<file path="src/rtl/life_pkg.sv">
// Shared definitions for the life simulation slice: grid defaults, pattern
// encodings, per-pattern geometry and the pattern loader state encoding.
package life_pkg;

  localparam int GRID_W_DEF = 160;
  localparam int GRID_H_DEF = 120;

  localparam logic [1:0] PAT_GLIDER  = 2'd0;
  localparam logic [1:0] PAT_BLINKER = 2'd1;
  localparam logic [1:0] PAT_RPENT   = 2'd2;
  localparam logic [1:0] PAT_BLOCK   = 2'd3;

  localparam logic [2:0] N_GLIDER  = 3'd5;
  localparam logic [2:0] N_BLINKER = 3'd3;
  localparam logic [2:0] N_RPENT   = 3'd5;
  localparam logic [2:0] N_BLOCK   = 3'd4;

  localparam logic [1:0] W_GLIDER  = 2'd3;
  localparam logic [1:0] W_BLINKER = 2'd3;
  localparam logic [1:0] W_RPENT   = 2'd3;
  localparam logic [1:0] W_BLOCK   = 2'd2;

  typedef enum logic [1:0] {
    ST_IDLE = 2'd0,
    ST_EMIT = 2'd1,
    ST_DONE = 2'd2
  } loader_state_t;

  function automatic logic [2:0] pattern_count(input logic [1:0] sel);
    case (sel)
      PAT_GLIDER:  return N_GLIDER;
      PAT_BLINKER: return N_BLINKER;
      PAT_RPENT:   return N_RPENT;
      default:     return N_BLOCK;
    endcase
  endfunction

  function automatic logic [1:0] pattern_width(input logic [1:0] sel);
    case (sel)
      PAT_GLIDER:  return W_GLIDER;
      PAT_BLINKER: return W_BLINKER;
      PAT_RPENT:   return W_RPENT;
      default:     return W_BLOCK;
    endcase
  endfunction

endpackage

</file>
<file path="src/rtl/pattern_rom.sv">
// Combinational seed-pattern table: (pattern_sel, index) -> cell offset and
// a flag marking the final cell of the pattern.
module pattern_rom
  import life_pkg::*;
(
  input  logic [1:0] pattern_sel,
  input  logic [2:0] index,
  output logic [1:0] dx,
  output logic [1:0] dy,
  output logic       last
);

  always_comb begin
    // NOTE: defaults first so every path assigns dx/dy and no latch is inferred.
    dx = 2'd0;
    dy = 2'd0;
    case (pattern_sel)
      PAT_GLIDER: case (index)
        3'd0:    begin dx = 2'd1; dy = 2'd0; end
        3'd1:    begin dx = 2'd2; dy = 2'd1; end
        3'd2:    begin dx = 2'd0; dy = 2'd2; end
        3'd3:    begin dx = 2'd1; dy = 2'd2; end
        default: begin dx = 2'd2; dy = 2'd2; end
      endcase
      PAT_BLINKER: begin
        dy = 2'd1;
        case (index)
          3'd0:    dx = 2'd0;
          3'd1:    dx = 2'd1;
          default: dx = 2'd2;
        endcase
      end
      PAT_RPENT: case (index)
        3'd0:    begin dx = 2'd1; dy = 2'd0; end
        3'd1:    begin dx = 2'd2; dy = 2'd0; end
        3'd2:    begin dx = 2'd0; dy = 2'd1; end
        3'd3:    begin dx = 2'd1; dy = 2'd1; end
        default: begin dx = 2'd1; dy = 2'd2; end
      endcase
      default: begin
        dx = {1'b0, index[0]};
        dy = {1'b0, index[1]};
      end
    endcase
  end

  assign last = (index == pattern_count(pattern_sel) - 3'd1);

endmodule

</file>
<file path="src/rtl/pattern_loader.sv">
// Streams one built-in seed pattern into the simulation core's load port,
// offset by a clamped origin and wrapped onto the grid.
// Optional: define PATTERN_LOADER_MIRROR_EN to add a horizontal mirror input.
module pattern_loader
  import life_pkg::*;
#(
  parameter int GRID_W = GRID_W_DEF,
  parameter int GRID_H = GRID_H_DEF
) (
  input  logic       clock,
  input  logic       reset_n,
  input  logic       start,
  input  logic [1:0] pattern_sel,
  input  logic [7:0] origin_x,
  input  logic [7:0] origin_y,
`ifdef PATTERN_LOADER_MIRROR_EN
  input  logic       mirror,
`endif
  input  logic       load_ready,
  output logic       load,
  output logic [7:0] x_out,
  output logic [7:0] y_out,
  output logic       busy,
  output logic       done
);

  localparam logic [8:0] GW9 = 9'(GRID_W);
  localparam logic [8:0] GH9 = 9'(GRID_H);

  loader_state_t state_q, state_d;
  logic [1:0] sel_q;
  logic [7:0] ox_q, oy_q;
  logic [2:0] idx_q;
  logic       last_q;

  logic       idle, accept;
  logic [7:0] ox_clamp, oy_clamp, cx, cy, x_next, y_next;
  logic [1:0] rom_sel, dx, dy, dx_eff;
  logic [2:0] rom_idx;
  logic       rom_last;

  function automatic logic [7:0] wrap_add(input logic [7:0] o, input logic [1:0] d,
                                          input logic [8:0] dim);
    logic [8:0] s;
    s = {1'b0, o} + {7'b0, d};
    return 8'((s >= dim) ? s - dim : s);
  endfunction

  assign idle   = (state_q == ST_IDLE);
  assign accept = (state_q == ST_EMIT) && load_ready;

  assign ox_clamp = ({1'b0, origin_x} >= GW9) ? 8'(GW9 - 9'd1) : origin_x;
  assign oy_clamp = ({1'b0, origin_y} >= GH9) ? 8'(GH9 - 9'd1) : origin_y;

  // In IDLE the first beat is computed straight from the inputs so it is
  // ready on the cycle after start; later beats use the latched context.
  assign rom_sel = idle ? pattern_sel : sel_q;
  assign rom_idx = idle ? 3'd0 : idx_q + 3'd1;
  assign cx      = idle ? ox_clamp : ox_q;
  assign cy      = idle ? oy_clamp : oy_q;

  pattern_rom u_rom (
    .pattern_sel (rom_sel),
    .index       (rom_idx),
    .dx          (dx),
    .dy          (dy),
    .last        (rom_last)
  );

`ifdef PATTERN_LOADER_MIRROR_EN
  logic mirror_q, c_mirror;
  assign c_mirror = idle ? mirror : mirror_q;
  assign dx_eff   = c_mirror ? (pattern_width(rom_sel) - 2'd1 - dx) : dx;

  always_ff @(posedge clock) begin
    if (!reset_n)         mirror_q <= 1'b0;
    else if (idle && start) mirror_q <= mirror;
  end
`else
  assign dx_eff = dx;
`endif

  assign x_next = wrap_add(cx, dx_eff, GW9);
  assign y_next = wrap_add(cy, dy, GH9);

  always_comb begin
    state_d = state_q;
    case (state_q)
      ST_IDLE: if (start) state_d = ST_EMIT;
      ST_EMIT: if (accept && last_q) state_d = ST_DONE;
      default: state_d = ST_IDLE;
    endcase
  end

  // NOTE: reset is synchronous, so it is tested inside the clocked block only.
  always_ff @(posedge clock) begin
    if (!reset_n) begin
      state_q <= ST_IDLE;
      sel_q   <= 2'd0;
      ox_q    <= 8'd0;
      oy_q    <= 8'd0;
      idx_q   <= 3'd0;
      last_q  <= 1'b0;
      x_out   <= 8'd0;
      y_out   <= 8'd0;
    end else begin
      // NOTE: non-blocking assignments keep every register update simultaneous.
      state_q <= state_d;
      if (idle && start) begin
        sel_q  <= pattern_sel;
        ox_q   <= ox_clamp;
        oy_q   <= oy_clamp;
        idx_q  <= 3'd0;
        last_q <= rom_last;
        x_out  <= x_next;
        y_out  <= y_next;
      end else if (accept && !last_q) begin
        idx_q  <= rom_idx;
        last_q <= rom_last;
        x_out  <= x_next;
        y_out  <= y_next;
      end
    end
  end

  assign load = (state_q == ST_EMIT);
  assign busy = (state_q != ST_IDLE);
  assign done = (state_q == ST_DONE);

endmodule

</file>
<file path="config.mk">
export PLATFORM = sky130hd
export DESIGN_NAME = pattern_loader
export DESIGN_NICKNAME = d
export VERILOG_FILES = /design/src/rtl/life_pkg.sv /design/src/rtl/pattern_rom.sv /design/src/rtl/pattern_loader.sv
export SDC_FILE = /design/constraint.sdc
export NUM_CORES = 1
export LEC_CHECK = 0
export CORE_ASPECT_RATIO = 0.9
export CORE_MARGIN = 10
export CORE_UTILIZATION = 50
export DETAILED_ROUTE_END_ITERATION = 8
export PLACE_DENSITY = 0.81
export SLEW_MARGIN = 20
export SYNTH_ARGS = -nofsm -noshare
export SYNTH_HDL_FRONTEND = slang
export SYNTH_SLANG_ARGS = --single-unit
</file>
<file path="constraint.sdc">
create_clock -name clock -period 4.3 [get_ports clock]
set_input_delay 0.43 -clock clock [delete_from_list [all_inputs] [get_ports clock]]
set_output_delay 0.43 -clock clock [all_outputs]
set_load 0.03 [all_outputs]
</file>
### Yosys cells after proc, flatten, opt, wreduce, memory -nomap -nowiden

Index checks and enable logic that the tools add are counted.

| storage, ports and cells | value |
|---|---|
| flip-flop bits (word level) | 40 |
| logic and storage cells | 69 |
| output and inout bits | 19 |

| operators by class | value |
|---|---|
| magnitude comparators | 4 |
| equal/unequal tests | 10 |
| add/sub/neg operators | 6 |
| bitwise logic cells | 1 |
| reduce and logical (&&, ||, !) cells | 16 |
| mux-type cells | 24 |

Operators with widths:

| kind | count |
|---|---|
| $mux W8 | 10 |
| $pmux W2 S2 | 5 |
| $add A8 B2 Y9 | 2 |
| $pmux W2 S3 | 2 |
| $reduce_or A2 Y1 | 5 |
| $ge A9 B7 Y1 const B | 1 |
| $ge A9 B8 Y1 const B | 1 |
| $ge A8 B7 Y1 const B | 1 |
| $ge A8 B8 Y1 const B | 1 |
| $sub A8 B7 Y8 const B | 1 |
| $sub A8 B8 Y8 const B | 1 |
| $eq A3 B2 Y1 const B | 2 |
| $mux W2 | 3 |
| $pmux W3 S2 | 1 |
| $eq A2 B1 Y1 const B | 2 |
| $eq A2 B2 Y1 const B | 2 |
| $logic_and A1 B1 Y1 | 4 |
| $logic_not A2 Y1 | 2 |
| $reduce_bool A2 Y1 | 2 |
| $add A3 B1 Y3 const B | 1 |
| $eq A3 B1 Y1 const B | 1 |
| $eq A3 B3 Y1 | 1 |
| $logic_not A3 Y1 | 1 |
| $mux W3 | 1 |
| 7 further kinds | 8 |

### Logic depth before layout (Yosys ltp)

| depth | value |
|---|---|
| depth in word-level cells | 11 |
| depth in mapped cells | 18 |
| depth with buffers taken out | 16 |

### Cells and area by module

Synthesis repeated with hierarchy kept, for this count alone.

| second synthesis, totals | value |
|---|---|
| cell total of the unflattened synthesis | 342 |
| area total of the unflattened synthesis | 2730.1 sq um |

By module, submodules not included:

| module | instances | area each (sq um) | cells each | seq. area each (sq um) |
|---|---|---|---|---|
| pattern_loader | 1 | 2623.8 | 325 | 800.8 |
| pattern_rom | 1 | 106.4 | 17 | 0.0 |

### Worst setup path after synthesis

Ideal clock, no wire load.

| timing path | value |
|---|---|
| path kind | flip-flop to flip-flop |
| start | register state_q[1] |
| end | register y_out[4] |
| path buffers | 2 |
| period minus slack after synthesis | 3.833 ns |
| path slack | 0.467 ns |
| required time | 4.212 ns |
| cell stages (with the launch flop) | 19 |
| arrival | 3.745 ns |
| setup time | 0.088 ns |
| path through | dfxtp_1 buf_6 nor2_4 buf_1 mux2i_1 o21ai_0 a22oi_1 o22ai_1 ha_1 fa_1 o311ai_0 nor2_1 xnor2_1 ha_1 and4b_1 o22ai_1 o221ai_2 nor3b_1 nor4_2 |

| between the ends | value |
|---|---|
| longest elaborated chain between the ends | 11 |
| elaborated cells on any way between the ends | 27 |

Ends and longest elaborated chain:

| what | RTL line | text |
|---|---|---|
| start, declared | pattern_loader.sv:30 | `loader_state_t state_q, state_d;` |
| start signal, assigned | pattern_loader.sv:108 | `state_q <= state_d;` |
| $logic_not A2 Y1 | pattern_loader.sv:49 | `assign idle = (state_q == ST_IDLE);` |
| $mux W3 | pattern_loader.sv:58 | `assign rom_idx = idle ? 3'd0 : idx_q + 3'd1;` |
| $eq A3 B2 Y1 (tied with other cells) | pattern_rom.sv:33 | `PAT_RPENT: case (index)` |
| $reduce_or A2 Y1 (no source line) | n/a |  |
| $pmux W2 S2 | pattern_rom.sv:33 |  |
| $pmux W2 S3 | pattern_rom.sv:17 | `case (pattern_sel)` |
| $add A8 B2 Y9 | pattern_loader.sv:45 | `s = {1'b0, o} + {7'b0, d};` |
| $sub A8 B7 Y8 / $ge A9 B7 Y1 (equally long branches) | pattern_loader.sv:46 | `return 8'((s >= dim) ? s - dim : s);` |
| $mux W8 | pattern_loader.sv:46 |  |
| $mux W8 | pattern_loader.sv:117 | `end else if (accept && !last_q) begin` |
| $mux W8 | pattern_loader.sv:109 | `if (idle && start) begin` |
| end signal, assigned | pattern_loader.sv:116 | `y_out <= y_next;` |
| end signal, assigned | pattern_loader.sv:121 | `y_out <= y_next;` |
| end, declared | pattern_loader.sv:22 | `output logic [7:0] y_out,` |

Several ways; a longest one is shown, not always the timed one. The select of a mux whose other input is x is not followed.
A chain may end at the register's enable or synchronous reset.

### Worst setup path after layout

| timing path | value |
|---|---|
| start | register idx_q[0] |
| end | register y_out[4] |

| between the ends | value |
|---|---|
| longest elaborated chain between the ends | 11 |
| elaborated cells on any way between the ends | 17 |

Ends and longest elaborated chain:

| what | RTL line | text |
|---|---|---|
| start, declared | pattern_loader.sv:33 | `logic [2:0] idx_q;` |
| start signal, assigned | pattern_loader.sv:118 | `idx_q <= rom_idx;` |
| $add A3 B1 Y3 (*) | pattern_loader.sv:58 |  |
| $mux W3 (*) | pattern_loader.sv:58 |  |
| $eq A3 B2 Y1 (tied with other cells) | pattern_rom.sv:33 |  |
| $reduce_or A2 Y1 (no source line) | n/a |  |
| $pmux W2 S2 | pattern_rom.sv:33 |  |
| $pmux W2 S3 (*) | pattern_rom.sv:17 |  |
| $add A8 B2 Y9 (*) | pattern_loader.sv:45 |  |
| $sub A8 B7 Y8 / $ge A9 B7 Y1 (equally long branches) | pattern_loader.sv:46 |  |
| $mux W8 (*) | pattern_loader.sv:46 |  |
| $mux W8 | pattern_loader.sv:117 |  |
| $mux W8 (*) | pattern_loader.sv:109 |  |

Every way passes the cells marked *; elsewhere a longest branch is shown, timed or not. The select of a mux whose other input is x is not followed.

==> qor.csv <==
metric,value,unit
placed_cell_area,3130,sq um
ys_ff_latch,40,
mostFrequentLayoutCell,nor2_1,
ff2ff_path_depth,16,
synth_cell_type_count,69,
hold_viol,0,
critPathKind,reg -> reg,
outcome,"finished, final reports clean",
ys.warnings.count,0,
final_cells,450,
seq_area_frac_synth,29.8,%
endpoint_kind,flip-flop,
drive_gt1_share,6.79,%
place_inst,443,
tns,0,ns
die_h,89.6,um
nNetsFinal,414,
track_usage,16.6,%
cts_root_buffer,clkbuf_8,
overflow,0,
initial_core_util,51.4,%
num_vias,2710,
postCtsSetupBuffers,0,
reg2reg_slack,0.38,ns
period_share,91.1,%
drt_iter0_drc,213,
hold_buffers,0,
crit_arrival,4.05,ns
ioPinCount,41,
hpwl,5.24,mm
viasPerCell,6.02,
ant_nets,0,
cap_violations,0,
clk_latency,0.29,ns
place.gp.congestion,0.920,
rows,25,
relSlewSlack,26.3,%
final_area,3230,sq um
r2r-start,idx_q[0]$_SDFFE_PP0P_,
grt_pass1_vias,2642,
cts_buffers,5,
synth_fp_nets,382,
drc,0,
hold_path_end,y_out[0]$_SDFFE_PN0P_,
cts_tree,done,
portBuffers,40,
wirelength,7.27,mm
holdPathStages,2,
timing.rr.end,y_out[4]$_SDFFE_PN0P_,
synth_top_cell_area_share,29.8,%
max_clock_freq,0.255,GHz
ir_worst_vdd,147,uV
core_area,5220,sq um
grt_max_degree,33,
fin_util,61.7,%
clock_sinks,40,
synth_top_area_cell,dfxtp_1,
async_reset_ff_share,0,%
slew_violations,0,
fin_crit,3.92,ns
min_from,y_out[0]$_SDFFE_PN0P_,
p_per_area,320,nW/um^2
cts-htree-levels,2,
worstMarginPinSlew,1.10,ns
dpl_worst_slack,0.172,ns
required,4.43,ns
synthCells,351,
finalSetupViolations,0,
route.met2.wl,3.31,mm
synth_flop_cell,dfxtp_1,
multi_input_area,1780,sq um
critPathLaunchType,flip-flop,
dr.pass1.iters,4,
num_antenna_cells,0,
syn_area_per_cell,7.66,sq um
holdWs,0.452,ns
synth_area_leaders,"dfxtp_1, nor2_1, nand2_1",
grt_pass1_wl,12.4,mm
top_layer,met4,
seq_area,801,sq um
antenna_found_initial,0,
cts.path.max_buffers,2,
layout_setup_ws,0.382,ns
synth_edf_count,0,
m1WireLength,3.42,mm
power.leakage,1.22,nW
fin_skew,0.00610,ns
path_clk_slew,0.08,ns
die-area,8710,sq um
dr_wl_met3,411,um
layout_common_cells,"nor2_1, dfxtp_1, clkdlybuf4s50_1, nand2_1, a21oi_1",
synth_area,2690,sq um
power,1.03,mW
hp-class,reg -> reg,
die_w,97.3,um
area_delta_synth_final,20.0,%
wl_per_cell,16.2,um
fill_cells,475,
crit_path_max_fanout,7,
==> logic make-up after synthesis <==
group / after synthesis / share of synthesized area (%)
adders and majority gates: 9 / 4.75
AOI/OAI and AO/OA: 98 / 25.0
DFF: 40 / 29.8
buffers and inverters: 31 / 4.89
and+or+nand+nor: 153 / 28.9
xor gates and xnor gates: 16 / 5.21
muxes: 4 / 1.49
==> synthesized netlist by cell type (4+ instances only) <==
library cell	instances
a211oi_1	8
a21oi_1	25
clkbuf_1	16
dfxtp_1	40
ha_1	7
inv_1	8
mux2i_1	4
nand2_1	37
nand3_1	11
nor2_1	44
nor3_1	20
nor4_1	4
o21ai_0	20
or4_1	4
xnor2_1	8
xor2_1	8
==> layer usage <==
layer  global-route usage (%)  vias up
met1                     20.6     1263
met3                     3.79       17
met5                        0        -
li1                         -     1352
met4                     5.80        0
met2                     28.0       78
==> where the power goes <==
part / switching [mW] / internal (mW)
registers: 0.0188 / 0.402
clock network: 0.135 / 0.111
logic: 0.217 / 0.149
==> area by class of cell <==
class	instances	share of cell area (%)
clock buffer	6	2.25
clock inverter	1	0.155
inverter	9	1.05
multi-input combinational	280	55.1
sequential	40	24.8
tap	67	2.60
timing repair buffer	47	14.0
==> flip-flops by register name (all words and copies together) (netlist names) <==
| register | cells |
|---|---|
| sel_q | 2 |
| oy_q | 8 |
| state_q | 2 |
| idx_q | 3 |
| x_out | 8 |
| last_q | 1 |
| y_out | 8 |
| ox_q | 8 |
==> worst max-delay path: stages (launching register included) <==
cell	delay [ns]
dfxtp_1	0.44
ha_2	0.29
xor2_4	0.25
nor3_1	0.12
a22oi_1	0.20
o22ai_1	0.12
ha_1	0.24
fa_1	0.42
o311ai_0	0.14
nor2_1	0.10
xnor2_1	0.16
ha_1	0.25
and4b_1	0.21
o22ai_1	0.26
o21ai_0	0.22
nor3_1	0.24
nor4_2	0.08
==> how the worst max path moves through the flow <==
stage | startpoint | endpoint | slack [ns] | depth (start not counted)
after CTS | idx_q[0]$_SDFFE_PP0P_ | y_out[4]$_SDFFE_PN0P_ | 0.22 | 16
after detailed placement | origin_y[4] | y_out[4]$_SDFFE_PN0P_ | 0.17 | 14
after floorplan | state_q[1]$_SDFFE_PN0P_ | y_out[4]$_SDFFE_PN0P_ | 0.47 | 18
after global placement | origin_y[4] | y_out[4]$_SDFFE_PN0P_ | 0.36 | 14
final | idx_q[0]$_SDFFE_PP0P_ | y_out[4]$_SDFFE_PN0P_ | 0.38 | 16
after global routing | idx_q[0]$_SDFFE_PP0P_ | y_out[4]$_SDFFE_PN0P_ | -0.01 | 16
==> repair_timing <==
item,in CTS,in global routing
endpoints found under the setup margin,0,5
resized for setup,0,3
endpoints found under the hold margin,0,0
Note: power is estimated with default switching activity, not from simulation.
